$ cat src/rtl/pcs_rx_block_sync.sv
`default_nettype none
// ============================================================================
//  Module      : pcs_rx_block_sync
//  Description : Receive-side block synchroniser. Assembles 66-bit blocks
//                from unaligned SerDes words, hunts for sync-header alignment
//                by 1-bit slips and hands aligned blocks to the descrambler.
//  Ports       :
//    pcs_clk          single clock, rising edge
//    pcs_rst          asynchronous active-high reset
//    rx_serdes_data   raw received bits, bit 0 earliest on the wire
//    rx_serdes_valid  word present this cycle
//    rx_pcs_data      block payload (registered)
//    rx_pcs_header    sync header, header[0] = first received bit
//    rx_pcs_valid     one-cycle pulse per block, only while locked
//    rx_block_lock    alignment locked
//    rx_slip          one-cycle pulse per 1-bit slip
//  Revision    : 1.0  initial release
// ============================================================================
module pcs_rx_block_sync #(
   parameter int SERDES_WIDTH   = 32,
   parameter int PCS_DATA_WIDTH = 64,
   parameter int LOCK_COUNT     = 64,
   parameter int WINDOW_COUNT   = 64,
   parameter int INVALID_LIMIT  = 16
) (
   input  logic                      pcs_clk,
   input  logic                      pcs_rst,
   input  logic [SERDES_WIDTH-1:0]   rx_serdes_data,
   input  logic                      rx_serdes_valid,
   output logic [PCS_DATA_WIDTH-1:0] rx_pcs_data,
   output logic [1:0]                rx_pcs_header,
   output logic                      rx_pcs_valid,
   output logic                      rx_block_lock,
   output logic                      rx_slip
);

   localparam int c_BLK_W  = PCS_DATA_WIDTH + 2;
   // Worst case occupancy: 65 bits left over plus one full word.
   localparam int c_BUF_W  = c_BLK_W + SERDES_WIDTH - 1;
   localparam int c_CNT_W  = $clog2(c_BUF_W + 1);
   localparam int c_SH_MAX = (LOCK_COUNT > WINDOW_COUNT) ? LOCK_COUNT : WINDOW_COUNT;
   localparam int c_SH_W   = $clog2(c_SH_MAX + 1);
   localparam int c_INV_W  = $clog2(INVALID_LIMIT + 1);

   typedef enum logic [0:0] {
      S_HUNT   = 1'b0,
      S_LOCKED = 1'b1
   } state_t;

   // -------------------------------------------------------------------------
   // Registers
   // -------------------------------------------------------------------------
   logic [c_BUF_W-1:0]        r_buf;
   logic [c_CNT_W-1:0]        r_cnt;
   state_t                    r_state;
   logic [c_SH_W-1:0]         r_sh_cnt;
   logic [c_INV_W-1:0]        r_inv_cnt;
   logic                      r_slip_pending;
   logic [PCS_DATA_WIDTH-1:0] r_pcs_data;
   logic [1:0]                r_pcs_header;
   logic                      r_pcs_valid;
   logic                      r_slip;

   // -------------------------------------------------------------------------
   // Buffer datapath
   // -------------------------------------------------------------------------
   logic                      w_extract;
   logic [c_CNT_W-1:0]        w_cnt_ext;
   logic                      w_slip_now;
   logic [c_CNT_W-1:0]        w_cnt_rem;
   logic [c_BUF_W-1:0]        w_buf_ext;
   logic [c_BUF_W-1:0]        w_buf_rem;
   logic [c_BUF_W-1:0]        w_word_pos;
   logic [c_BUF_W-1:0]        w_buf_next;
   logic [c_CNT_W-1:0]        w_cnt_next;
   logic [1:0]                w_blk_hdr;
   logic [PCS_DATA_WIDTH-1:0] w_blk_data;
   logic                      w_hdr_ok;
   logic [c_SH_W-1:0]         w_sh_inc;
   logic [c_INV_W-1:0]        w_inv_inc;

   // Extraction is decided on the registered count only, so a single block
   // can leave the buffer per cycle; with 32 bits in and 66 out that is
   // always enough to keep occupancy bounded.
   assign w_extract  = (r_cnt >= c_CNT_W'(c_BLK_W));
   assign w_cnt_ext  = w_extract ? (r_cnt - c_CNT_W'(c_BLK_W)) : r_cnt;
   // A slip needs at least one stored bit left after extraction to drop.
   assign w_slip_now = r_slip_pending & (w_cnt_ext != '0);
   assign w_cnt_rem  = w_cnt_ext - {{(c_CNT_W-1){1'b0}}, w_slip_now};

   // Bits above r_cnt are kept at zero, so the new word can simply be OR-ed
   // in at the fill position after the head has been shifted out.
   assign w_buf_ext  = w_extract  ? (r_buf >> c_BLK_W) : r_buf;
   assign w_buf_rem  = w_slip_now ? (w_buf_ext >> 1)   : w_buf_ext;
   assign w_word_pos = {{(c_BUF_W-SERDES_WIDTH){1'b0}}, rx_serdes_data} << w_cnt_rem;
   assign w_buf_next = rx_serdes_valid ? (w_buf_rem | w_word_pos) : w_buf_rem;
   assign w_cnt_next = w_cnt_rem + (rx_serdes_valid ? c_CNT_W'(SERDES_WIDTH) : '0);

   assign w_blk_hdr  = r_buf[1:0];
   assign w_blk_data = r_buf[c_BLK_W-1:2];
   assign w_hdr_ok   = w_blk_hdr[0] ^ w_blk_hdr[1];
   assign w_sh_inc   = r_sh_cnt + 1'b1;
   assign w_inv_inc  = r_inv_cnt + {{(c_INV_W-1){1'b0}}, ~w_hdr_ok};

   always_ff @(posedge pcs_clk or posedge pcs_rst) begin
      if (pcs_rst) begin
         r_buf <= '0;
         r_cnt <= '0;
      end else begin
         r_buf <= w_buf_next;
         r_cnt <= w_cnt_next;
      end
   end

   // -------------------------------------------------------------------------
   // Lock FSM and output registers, evaluated once per extracted block
   // -------------------------------------------------------------------------
   always_ff @(posedge pcs_clk or posedge pcs_rst) begin
      if (pcs_rst) begin
         r_state        <= S_HUNT;
         r_sh_cnt       <= '0;
         r_inv_cnt      <= '0;
         r_slip_pending <= 1'b0;
         r_pcs_data     <= '0;
         r_pcs_header   <= '0;
         r_pcs_valid    <= 1'b0;
         r_slip         <= 1'b0;
      end else begin
         r_slip <= w_slip_now;
         if (w_slip_now) begin
            r_slip_pending <= 1'b0;
         end

         if (w_extract) begin
            r_pcs_data   <= w_blk_data;
            r_pcs_header <= w_blk_hdr;
            case (r_state)
               S_HUNT: begin
                  if (w_hdr_ok) begin
                     if (w_sh_inc == c_SH_W'(LOCK_COUNT)) begin
                        // The completing block is itself delivered as valid.
                        r_state     <= S_LOCKED;
                        r_sh_cnt    <= '0;
                        r_inv_cnt   <= '0;
                        r_pcs_valid <= 1'b1;
                     end else begin
                        r_sh_cnt    <= w_sh_inc;
                        r_pcs_valid <= 1'b0;
                     end
                  end else begin
                     r_sh_cnt    <= '0;
                     r_pcs_valid <= 1'b0;
                     // A request arriving while one is pending is absorbed,
                     // including one that coincides with the pending slip.
                     if (!r_slip_pending) begin
                        r_slip_pending <= 1'b1;
                     end
                  end
               end
               S_LOCKED: begin
                  if (w_inv_inc == c_INV_W'(INVALID_LIMIT)) begin
                     // Takes priority over the window wrap on the same block.
                     r_state     <= S_HUNT;
                     r_sh_cnt    <= '0;
                     r_inv_cnt   <= '0;
                     r_pcs_valid <= 1'b0;
                     if (!r_slip_pending) begin
                        r_slip_pending <= 1'b1;
                     end
                  end else if (w_sh_inc == c_SH_W'(WINDOW_COUNT)) begin
                     r_sh_cnt    <= '0;
                     r_inv_cnt   <= '0;
                     r_pcs_valid <= 1'b1;
                  end else begin
                     r_sh_cnt    <= w_sh_inc;
                     r_inv_cnt   <= w_inv_inc;
                     r_pcs_valid <= 1'b1;
                  end
               end
               default: begin
                  r_state     <= S_HUNT;
                  r_pcs_valid <= 1'b0;
               end
            endcase
         end else begin
            r_pcs_valid <= 1'b0;
         end
      end
   end

   assign rx_pcs_data   = r_pcs_data;
   assign rx_pcs_header = r_pcs_header;
   assign rx_pcs_valid  = r_pcs_valid;
   assign rx_block_lock = (r_state == S_LOCKED);
   assign rx_slip       = r_slip;

endmodule
`default_nettype wire

$ cat config.mk
export PLATFORM = sky130hd
export DESIGN_NAME = pcs_rx_block_sync
export DESIGN_NICKNAME = d
export VERILOG_FILES = /design/src/rtl/pcs_rx_block_sync.sv
export SDC_FILE = /design/constraint.sdc
export NUM_CORES = 1
export LEC_CHECK = 0
export ABC_AREA = 1
export CORE_AREA = 2 2 222 115
export CTS_CLUSTER_DIAMETER = 40
export DETAILED_ROUTE_END_ITERATION = 8
export DIE_AREA = 0 0 224 117
export PLACE_DENSITY = 0.77
export SLEW_MARGIN = 20
export SYNTH_ARGS = -nofsm -noshare
export SYNTH_HDL_FRONTEND = slang
export SYNTH_SLANG_ARGS = --single-unit
$ cat constraint.sdc
create_clock -name pcs_clk -period 22.3 [get_ports pcs_clk]
set_input_delay 6.69 -clock pcs_clk [delete_from_list [all_inputs] [get_ports pcs_clk]]
set_output_delay 6.69 -clock pcs_clk [all_outputs]
set_load 0.02 [all_outputs]
* Word level (Yosys, flattened, before mapping) *
Index checks and enable logic that the tools add are counted.

storage, ports and cells
  register bits after elaboration = 186
  input bits = 35
  output and inout port bits = 69
  logic and storage cells = 53

operators by class
  $add $sub $neg = 5
  order comparisons = 1
  equal/unequal tests = 4
  shift-type cells = 1
  muxes and demuxes = 25
  bitwise operators = 5
  reduce and logical (&&, ||, !) cells = 2

operators with widths
  cell                                                            number
  97-bit 2-to-1 mux                                               3
  97-bit bitwise OR                                               1
  32-bit by 7-bit left shift with 97-bit output                   1
  7-bit 2-to-1 mux                                                4
  5-bit 2-to-1 mux                                                4
  7-bit case mux with 2 select lines                              1
  5-bit case mux with 2 select lines                              1
  1-bit 2-to-1 mux                                                9
  7-bit by 1-bit adder with 7-bit output (second input constant)  1
  7-bit by 6-bit adder with 7-bit output                          1
  7-bit == test (second input constant)                           1
  7-bit greater-or-equal comparator (second input constant)       1
  7-bit nonzero test                                              1
  7-bit by 1-bit subtractor with 7-bit output                     1
  7-bit subtractor (second input constant)                        1
  6-bit 2-to-1 mux                                                1
  5-bit by 1-bit adder with 5-bit output                          1
  5-bit == test (second input constant)                           1
  2-bit != test (second input constant)                           2
  1-bit case mux with 2 select lines                              2
  3-bit AND reduction                                             1
  1-bit NOT                                                       2
  1-bit AND                                                       1
  1-bit XOR                                                       1

* Longest topological paths before layout *
Gate-level depths: netlist of run 1.

  depth in word-level cells = 9
  mapped depth = 29
  mapped depth without buffers = 26

* Worst setup path after synthesis of run 1 *
OpenSTA, ideal clock, no wires.

  path kind = input to register
  start point = in rx_serdes_data[30]
  end point = reg r_buf[85]
  library setup time = 0.065 ns
  arrival = 7.605 ns
  data required time = 22.235 ns
  setup slack = 14.630 ns
  cell stages on the path = 10
  buffers on the path = 0
  cell sequence = inv_1 o21ai_0 inv_1 nor2_1 inv_1 o21ai_0 nand3_1 o21ai_0 nand2_1 nand2_1

between the ends
  word-level cells in the longest chain between the ends = 3

RTL lines
  element                                        line  RTL
  start, declared                                28    input logic [SERDES_WIDTH-1:0] rx_serdes_data,
  32-bit by 7-bit left shift with 97-bit output  95    assign w_word_pos = {{(c_BUF_W-SERDES_WIDTH){1'b0}}, rx_serdes_data} << w_cnt_rem;
  97-bit bitwise OR                              96    assign w_buf_next = rx_serdes_valid ? (w_buf_rem | w_word_pos) : w_buf_rem;
  97-bit 2-to-1 mux                              96
  via w_buf_next[85]                             74    logic [c_BUF_W-1:0] w_buf_next;
  end signal, assigned                           110   r_buf <= w_buf_next;
  end, declared                                  53    logic [c_BUF_W-1:0] r_buf;

The timed path passes the listed nets, and every way through them passes these cells.
A chain may end at the register's enable or synchronous reset.

==> results.json, run 1 <==
{
  "relSlewSlack": 0.360,
  "cts_root_buffer": "clkbuf_16",
  "cts_setup_buffers": 0,
  "syn_nets": 1789,
  "synth_cells": 1747,
  "antenna_found_initial": 0,
  "fmax_mhz": 114,
  "cts_buffers": 17,
  "cp_max_fo": 77,
  "io-pin-count": 104,
  "vias": 11800,
  "slowest_delay_ns": 0.86,
  "cts_resized": 0,
  "hold_buffers": 0,
  "routedWlPerCell_um": 18.6,
  "netlist.top_cell.by_area": "dfrtp_1",
  "core_region_area_sq_um": 24500,
  "yosysSeqAreaShare": 0.388,
  "synth_area_sq_um": 12000,
  "min_period_ns": 8.74,
  "cp-start-kind": "primary input",
  "crit_path_cell_trace": "clkdlybuf4s50_1 > inv_6 > buf_4 > buf_4",
  "synth_cell_types": 44,
  "grt_overflow": 0,
  "grt_pass1_wl_mm": 60.4,
  "hold_viol_final": 0,
  "yosysMostFrequentCell": "nand2_1",
  "io_buffers": 103,
  "die_area_sq_um": 26200,
  "cts_sinks": 186,
  "outcome": "complete, no violations",
  "multiInputGateArea_sq_um": 6220,
  "crit_type": "in -> async",
  "worst_pin_slew_ns": 0.957,
  "async_reset_ff_frac": 1.00,
  "n_fill_cell": 2355,
  "synth.top_cells.by_area": "dfrtp_1, nand2_1, nand3_1",
  "routed_wirelength_mm": 39.2,
  "drtPass1Iterations": 5,
  "required_ns": 22.75,
  "cts.clk_slew.worst_paths_ns": 0.07,
  "drt-initial-drc-count": 1534,
  "num_rows": 41,
  "finalClockSkew_ns": 0.00866,
  "synth-edff-count": 0,
  "finalNetCount": 1813,
  "arrival_ns": 9.18,
  "hp-class": "reg -> reg",
  "cpMaxStageDelayCell": "buf_4",
  "ys_warn_count": 0,
  "start_util": 0.490,
  "cts_tree": "yes",
  "postRouteAntennaNets": 0,
  "synth_top_area_frac": 0.388,
  "ys_dominant_reg_cell": "dfrtp_1",
  "die_h_um": 117,
  "area.growth.synth_to_final_pct": 13.0,
  "min_period_over_period": 0.392,
  "drv_slew": 0,
  "grtUsageTotal": 0.305,
  "die_w_um": 224,
  "ys_top_cells_by_count": "nand2_1, nand3_1, dfrtp_1, inv_1, o21ai_0",
  "antenna_cells": 0,
  "worstSetupEndpointType": "async pin",
  "synth-seq-cells": 186,
  "syn_area_per_cell_sq_um": 6.86,
  "clk_latency_ns": 0.45,
  "setup-tns-final_ns": 0,
  "cap_violations": 0,
  "drive_above_1_share": 0.0521,
  "viasPerCell": 5.59,
  "drcViolationCount": 0,
  "grt_pass1_vias": 10400,
  "setup_viol": 0,
  "cts_buffer_depth": 2,
  "gp_congestion": 0.959,
  "grt_max_degree": 78,
  "hpwlAfterDp_mm": 28.7,
  "layout.area.seq_sq_um": 4650,
  "grt_setup_unrepaired": "no",
  "cpMostUsedCell": "buf_4",
  "cts_max_level": 4
}
==> through the flow <==
step	hold slack, ns	instance area [sq um]	utilization	setup slack, ns	instances
after floorplan	0.444	12000	-	10.55	1747
after global placement	0.452	13000	0.529	12.98	2074
after detailed placement	0.457	13000	0.529	12.98	2074
after CTS	0.477	13500	0.554	13.45	2106
after global routing	0.500	13500	0.554	13.20	2106
final	0.473	13500	0.554	13.57	2106
==> critical path: cells and delay by family <==
family	cells	cell delay [ns]
buf+inv	4	2.38
==> worst paths after layout <==
kind / from / end / slack, ns / cells after the start
worst max-delay path: pcs_rst / rx_pcs_data[54] / 13.57 / 4
worst min-delay path: rx_pcs_data[30] / rx_pcs_data[30] / 0.47 / 2
worst max register to register: r_cnt[1] / r_buf[63] / 15.84 / 23
worst min register to register: rx_pcs_data[30] / rx_pcs_data[30] / 0.47 / 2
max in group pcs_clk: rx_serdes_data[21] / r_buf[60] / 13.89 / 13
min in group asynchronous: pcs_rst / rx_pcs_data[9] / 6.61 / 2
==> metal layers <==
layer | routed length, um | GRT usage | vias to the layer above
met5 | 0 | 0 | -
met4 | 496 | 0.0644 | 0
met3 | 4640 | 0.115 | 35
met2 | 14700 | 0.393 | 521
met1 | 19400 | 0.472 | 5508
li1 | - | - | 5709
==> flip-flops by register name, indices dropped and copies added (netlist names) <==
name / flops
r_buf: 97
r_inv_cnt: 5
r_cnt: 7
r_slip_pending: 1
rx_block_lock: 1
rx_pcs_valid: 1
r_sh_cnt: 7
rx_pcs_header: 2
rx_slip: 1
rx_pcs_data: 64
==> cell type report <==
class	instances	area share
Sequential cell	186	0.344
Inverter	147	0.0415
Clock inverter	15	0.0123
Timing Repair Buffer	114	0.0822
Tap cell	322	0.0297
Clock buffer	17	0.0314
Multi-Input combinational cell	1305	0.459
==> cell families (layout without fill, tap and decap cells) <==
logic type | after synthesis | after routing | synth area share
AOI/OAI and AO/OA | 225 | 225 | 0.101
muxes | 54 | 54 | 0.0451
adders and majority gates | 7 | 7 | 0.00731
buffers and inverters | 256 | 293 | 0.0937
xor gates and xnor gates | 11 | 11 | 0.00804
DFF | 186 | 186 | 0.388
and+or+nand+nor | 1008 | 1008 | 0.356
==> cell usage in the layout, fill, tap and decap left out, types with 4 or more instances in the layout <==
master	n
nand2_1	651
nand3_1	247
dfrtp_1	186
o21ai_0	135
inv_1	133
clkdlybuf4s50_1	103
nor2_1	63
mux2i_1	54
o21ai_1	34
a21oi_1	26
clkbuf_16	17
o211ai_1	14
buf_4	11
inv_2	10
nand2_2	9
nand4_1	9
xor2_1	7
inv_6	7
ha_1	7
nand2_4	5
inv_8	5
nor2_2	4
xnor2_1	4
or2_2	4
nand3_2	4
a21o_1	4
Power of run 1 is left out: the tool's default activity adds up to more than one toggle a clock period on the data nets, which glitch-free logic cannot reach.
==> run 2, diff against run 1 <==
- clock period: 22.3 -> 8.3 ns (I/O delays scaled with it)
==> results.json, run 2 (synthesis gave the netlist of run 1 again) <==
{
  "min_period_over_period": 0.675,
  "hpwlAfterDp_mm": 31.4,
  "outcome": "complete, no violations",
  "grt_max_degree": 110,
  "gp_congestion": 1.04,
  "drtPass1Iterations": 5,
  "routed_wirelength_mm": 42.4,
  "cpMostUsedCell": "nand2_1",
  "io-pin-count": 104,
  "relSlewSlack": 0.288,
  "worstSetupEndpointType": "register",
  "hold_start": "rx_pcs_data[26]",
  "hold_end": "rx_pcs_data[26]",
  "cp_max_fo": 48,
  "crit_family": "simple AND/OR/NAND/NOR gates",
  "drive_above_1_share": 0.0527,
  "die_h_um": 117,
  "grt_pass1_vias": 10900,
  "drt-initial-drc-count": 1423,
  "crit_type": "reg -> reg",
  "routedWlPerCell_um": 20.1,
  "final_cell_mix": "nand2_1, nand3_1, dfrtp_1",
  "setup-tns-final_ns": 0,
  "cts_buffer_depth": 2,
  "finalClockSkew_ns": 0.0135,
  "core_region_area_sq_um": 24500,
  "cts_resized": 0,
  "arrival_ns": 5.98,
  "antenna_found_initial": 2,
  "worstReg2RegStart": "r_cnt[1]",
  "die_area_sq_um": 26200,
  "worstReg2RegEnd": "r_buf[63]",
  "postRouteAntennaNets": 0,
  "fmax_mhz": 179,
  "largest_reg_flops": 97,
  "layout.area.seq_sq_um": 4650,
  "final_cell_area_sq_um": 13600,
  "io_buffers": 103,
  "setup_viol": 0,
  "drv_slew": 0,
  "cts_buffers": 17,
  "cts_setup_buffers": 0,
  "min_path_cells": 2,
  "cts.clk_slew.worst_paths_ns": 0.08,
  "drcViolationCount": 0,
  "grt_setup_unrepaired": "no",
  "cpMaxStageDelayCell": "ha_1",
  "r2r_slack_ns": 2.70,
  "cts_root_buffer": "clkbuf_16",
  "cap_violations": 0,
  "worst_pin_slew_ns": 1.07,
  "slowest_delay_ns": 0.65,
  "cts_sinks": 186,
  "min_period_ns": 5.60,
  "grtUsageTotal": 0.334,
  "n_fill_cell": 2399,
  "finalNetCount": 1814,
  "area.growth.synth_to_final_pct": 13.2,
  "fin_util": 0.555,
  "grt_overflow": 0,
  "hp-class": "reg -> reg",
  "path_buf_inv": 6,
  "cts_tree": "yes",
  "cts_max_level": 4,
  "top_register": "r_buf",
  "r2r_cells": 25,
  "vias": 12000,
  "required_ns": 8.68,
  "hold_buffers": 0,
  "clk_latency_ns": 0.46,
  "num_rows": 41,
  "placed_cell_area_sq_um": 13000,
  "grt_pass1_wl_mm": 65.2,
  "cp-start-kind": "register",
  "final_common_cell": "nand2_1",
  "hold_viol_final": 0,
  "start_util": 0.490,
  "die_w_um": 224,
  "multiInputGateArea_sq_um": 6220,
  "viasPerCell": 5.70
}
[run 2: changes by cell type in the layout (fill, tap and decap cells not counted)]
cell,delta
buf_16,+1
clkinv_8,-2
diode_2,+1
clkinv_2,+1
clkinv_4,+2
clkinvlp_4,+1
inv_8,-3
bufinv_16,+1
[run 2: cell type report]
type,instances,area share
Sequential cell,186,0.343
Multi-Input combinational cell,1305,0.458
Timing Repair Buffer,115,0.0841
Inverter,147,0.0414
Tap cell,322,0.0297
Antenna cell,1,0.000184
Clock buffer,17,0.0314
Clock inverter,15,0.0118
[run 2: through the flow]
step / hold slack (ns) / setup slack, ns / cells
final: 0.472 / 2.70 / 2108
after global routing: 0.500 / 2.16 / 2107
after CTS: 0.476 / 2.93 / 2106
after detailed placement: 0.458 / 2.95 / 2074
after global placement: 0.452 / 3.16 / 2074
after floorplan: 0.444 / 0.753 / 1747
[run 2: how the worst max path moves through the flow]
stage	from	depth (start not counted)	end
2_1_floorplan	pcs_rst	1	r_buf[0]
3_3_place_gp	r_cnt[1]	25	r_buf[63]
3_5_place_dp	r_cnt[1]	25	r_buf[63]
4_1_cts	r_cnt[1]	25	r_buf[63]
5_1_grt	r_cnt[1]	25	r_buf[63]
6_report	r_cnt[1]	25	r_buf[63]
[run 2: metal layers]
metal  global-route usage  vias to the layer above  wire length (um)
li1                     -                     5677                 -
met1                0.505                     5621             20000
met2                0.439                      665             15900
met3                0.130                       43              5860
met4               0.0742                        0               600
met5                    0                        -                 0
[run 2: worst register-to-register path, stage by stage, from the launching register on]
cell and delay, ns:
dfrtp_1 0.39, inv_1 0.10, ha_1 0.26, nand3_1 0.17, nand2_2 0.10, nand2_4 0.12, buf_4 0.44, o21ai_1 0.19
nor2_2 0.20, nand3_1 0.15, nand2_4 0.27, inv_2 0.16, ha_1 0.65, buf_4 0.33, inv_1 0.29, o21ai_0 0.27
inv_1 0.08, nand3_1 0.08, nand2_1 0.12, nand2_1 0.09, nand3_1 0.10, nand2_1 0.29, nand2_1 0.08, nand2_1 0.28
nand2_1 0.18, o21ai_1 0.12
Power of run 2 is left out for the same reason.
==> run 3, diff against run 2 <==
- clock period: 8.3 -> 5.3 ns (I/O delays scaled with it)
==> results.json, run 3 (synthesis gave the netlist of run 1 again) <==
{
  "relSlewSlack": 0.263,
  "r2r_cells": 22,
  "hold_end": "rx_pcs_data[18]",
  "cts_buffers": 17,
  "antenna_found_initial": 1,
  "area.growth.synth_to_final_pct": 14.1,
  "final_common_cell": "nand2_1",
  "drtPass1Iterations": 6,
  "grt_max_degree": 93,
  "layout.area.seq_sq_um": 4650,
  "fmax_mhz": 219,
  "hp-class": "reg -> reg",
  "routedWlPerCell_um": 19.8,
  "cts_sinks": 186,
  "hold_viol_final": 0,
  "worstReg2RegStart": "r_cnt[1]",
  "drcViolationCount": 0,
  "cap_violations": 0,
  "finalClockSkew_ns": 0.0120,
  "fin_util": 0.559,
  "hpwlAfterDp_mm": 31.5,
  "io_buffers": 103,
  "min_period_over_period": 0.860,
  "grt_pass1_wl_mm": 64.7,
  "setup-tns-final_ns": 0,
  "grt_overflow": 0,
  "grtUsageTotal": 0.329,
  "cts_tree": "yes",
  "cts_root_buffer": "clkbuf_16",
  "cts_buffer_depth": 2,
  "setup_viol": 0,
  "gp_congestion": 1.01,
  "outcome": "complete, no violations",
  "cp_max_fo": 17,
  "min_path_cells": 2,
  "num_rows": 41,
  "cp-start-kind": "register",
  "grt_setup_unrepaired": "no",
  "hold_start": "rx_pcs_data[18]",
  "cts_resized": 0,
  "core_region_area_sq_um": 24500,
  "cts_setup_buffers": 0,
  "grt_pass1_vias": 10700,
  "vias": 12000,
  "crit_type": "reg -> reg",
  "routed_wirelength_mm": 42.0,
  "worst_hold_slack_ns": 0.468,
  "min_period_ns": 4.56,
  "final_cell_mix": "nand2_1, nand3_1, dfrtp_1",
  "worstReg2RegEnd": "r_buf[60]",
  "cts.clk_slew.worst_paths_ns": 0.08,
  "worst_pin_slew_ns": 1.10,
  "hold_buffers": 0,
  "largest_reg_flops": 97,
  "n_fill_cell": 2378,
  "worstSetupEndpointType": "register",
  "drt-initial-drc-count": 1727,
  "die_area_sq_um": 26200,
  "drive_above_1_share": 0.0605,
  "die_h_um": 117,
  "drv_slew": 0,
  "io-pin-count": 104,
  "start_util": 0.490,
  "arrival_ns": 4.94,
  "viasPerCell": 5.67,
  "finalNetCount": 1830,
  "antenna_cells": 0,
  "postRouteAntennaNets": 0,
  "multiInputGateArea_sq_um": 6210,
  "clk_latency_ns": 0.45,
  "r2r_slack_ns": 0.74,
  "top_register": "r_buf",
  "cts_max_level": 4,
  "die_w_um": 224,
  "required_ns": 5.68
}
==> run 3: worst max path at each step <==
stage / end / depth (start not counted) / start / slack (ns)
after floorplan: r_buf[0] / 1 / pcs_rst / 1.32
after global placement: r_buf[60] / 24 / r_cnt[1] / 1.05
after detailed placement: r_buf[90] / 22 / r_cnt[1] / 0.96
after CTS: r_buf[90] / 22 / r_cnt[1] / 0.92
after global routing: r_buf[61] / 24 / r_cnt[1] / 0.43
final: r_buf[60] / 22 / r_cnt[1] / 0.74
==> run 3: layer usage <==
layer	track usage	wire length [um]	up-vias
met5	0	0	-
met4	0.0627	479	0
met3	0.0926	4760	37
met2	0.430	15700	632
met1	0.527	21100	5661
li1	-	-	5718
==> run 3: area by class of cell <==
cell class	instances	area share
Clock buffer	18	0.0321
Clock inverter	14	0.0102
Inverter	147	0.0410
Multi-Input combinational cell	1305	0.454
Sequential cell	186	0.340
Tap cell	322	0.0295
Timing Repair Buffer	131	0.0926
==> run 3: through the flow <==
stage,area (sq um),setup WS (ns),std cells
5_1_grt,13700,0.425,2123
6_report,13700,0.741,2123
3_3_place_gp,13100,1.05,2091
3_5_place_dp,13100,0.963,2091
2_1_floorplan,12000,1.32,1747
4_1_cts,13700,0.925,2123
==> run 3: critical path: stages, from the launching register on <==
cell	delay [ns]
dfrtp_1	0.41
inv_1	0.15
ha_1	0.25
nand3_1	0.16
nand2_2	0.13
nand2_4	0.11
o21ai_2	0.43
nand2_2	0.11
clkinv_1	0.11
nand3_1	0.12
nand2_4	0.12
inv_2	0.05
ha_1	0.18
nand3_2	0.14
nor2_2	0.07
nor2_2	0.75
buf_4	0.30
nand3_1	0.11
nand3_1	0.17
nand2_1	0.09
nand2_1	0.07
nand3_1	0.26
nand2_1	0.15
Power of run 3 is left out for the same reason.
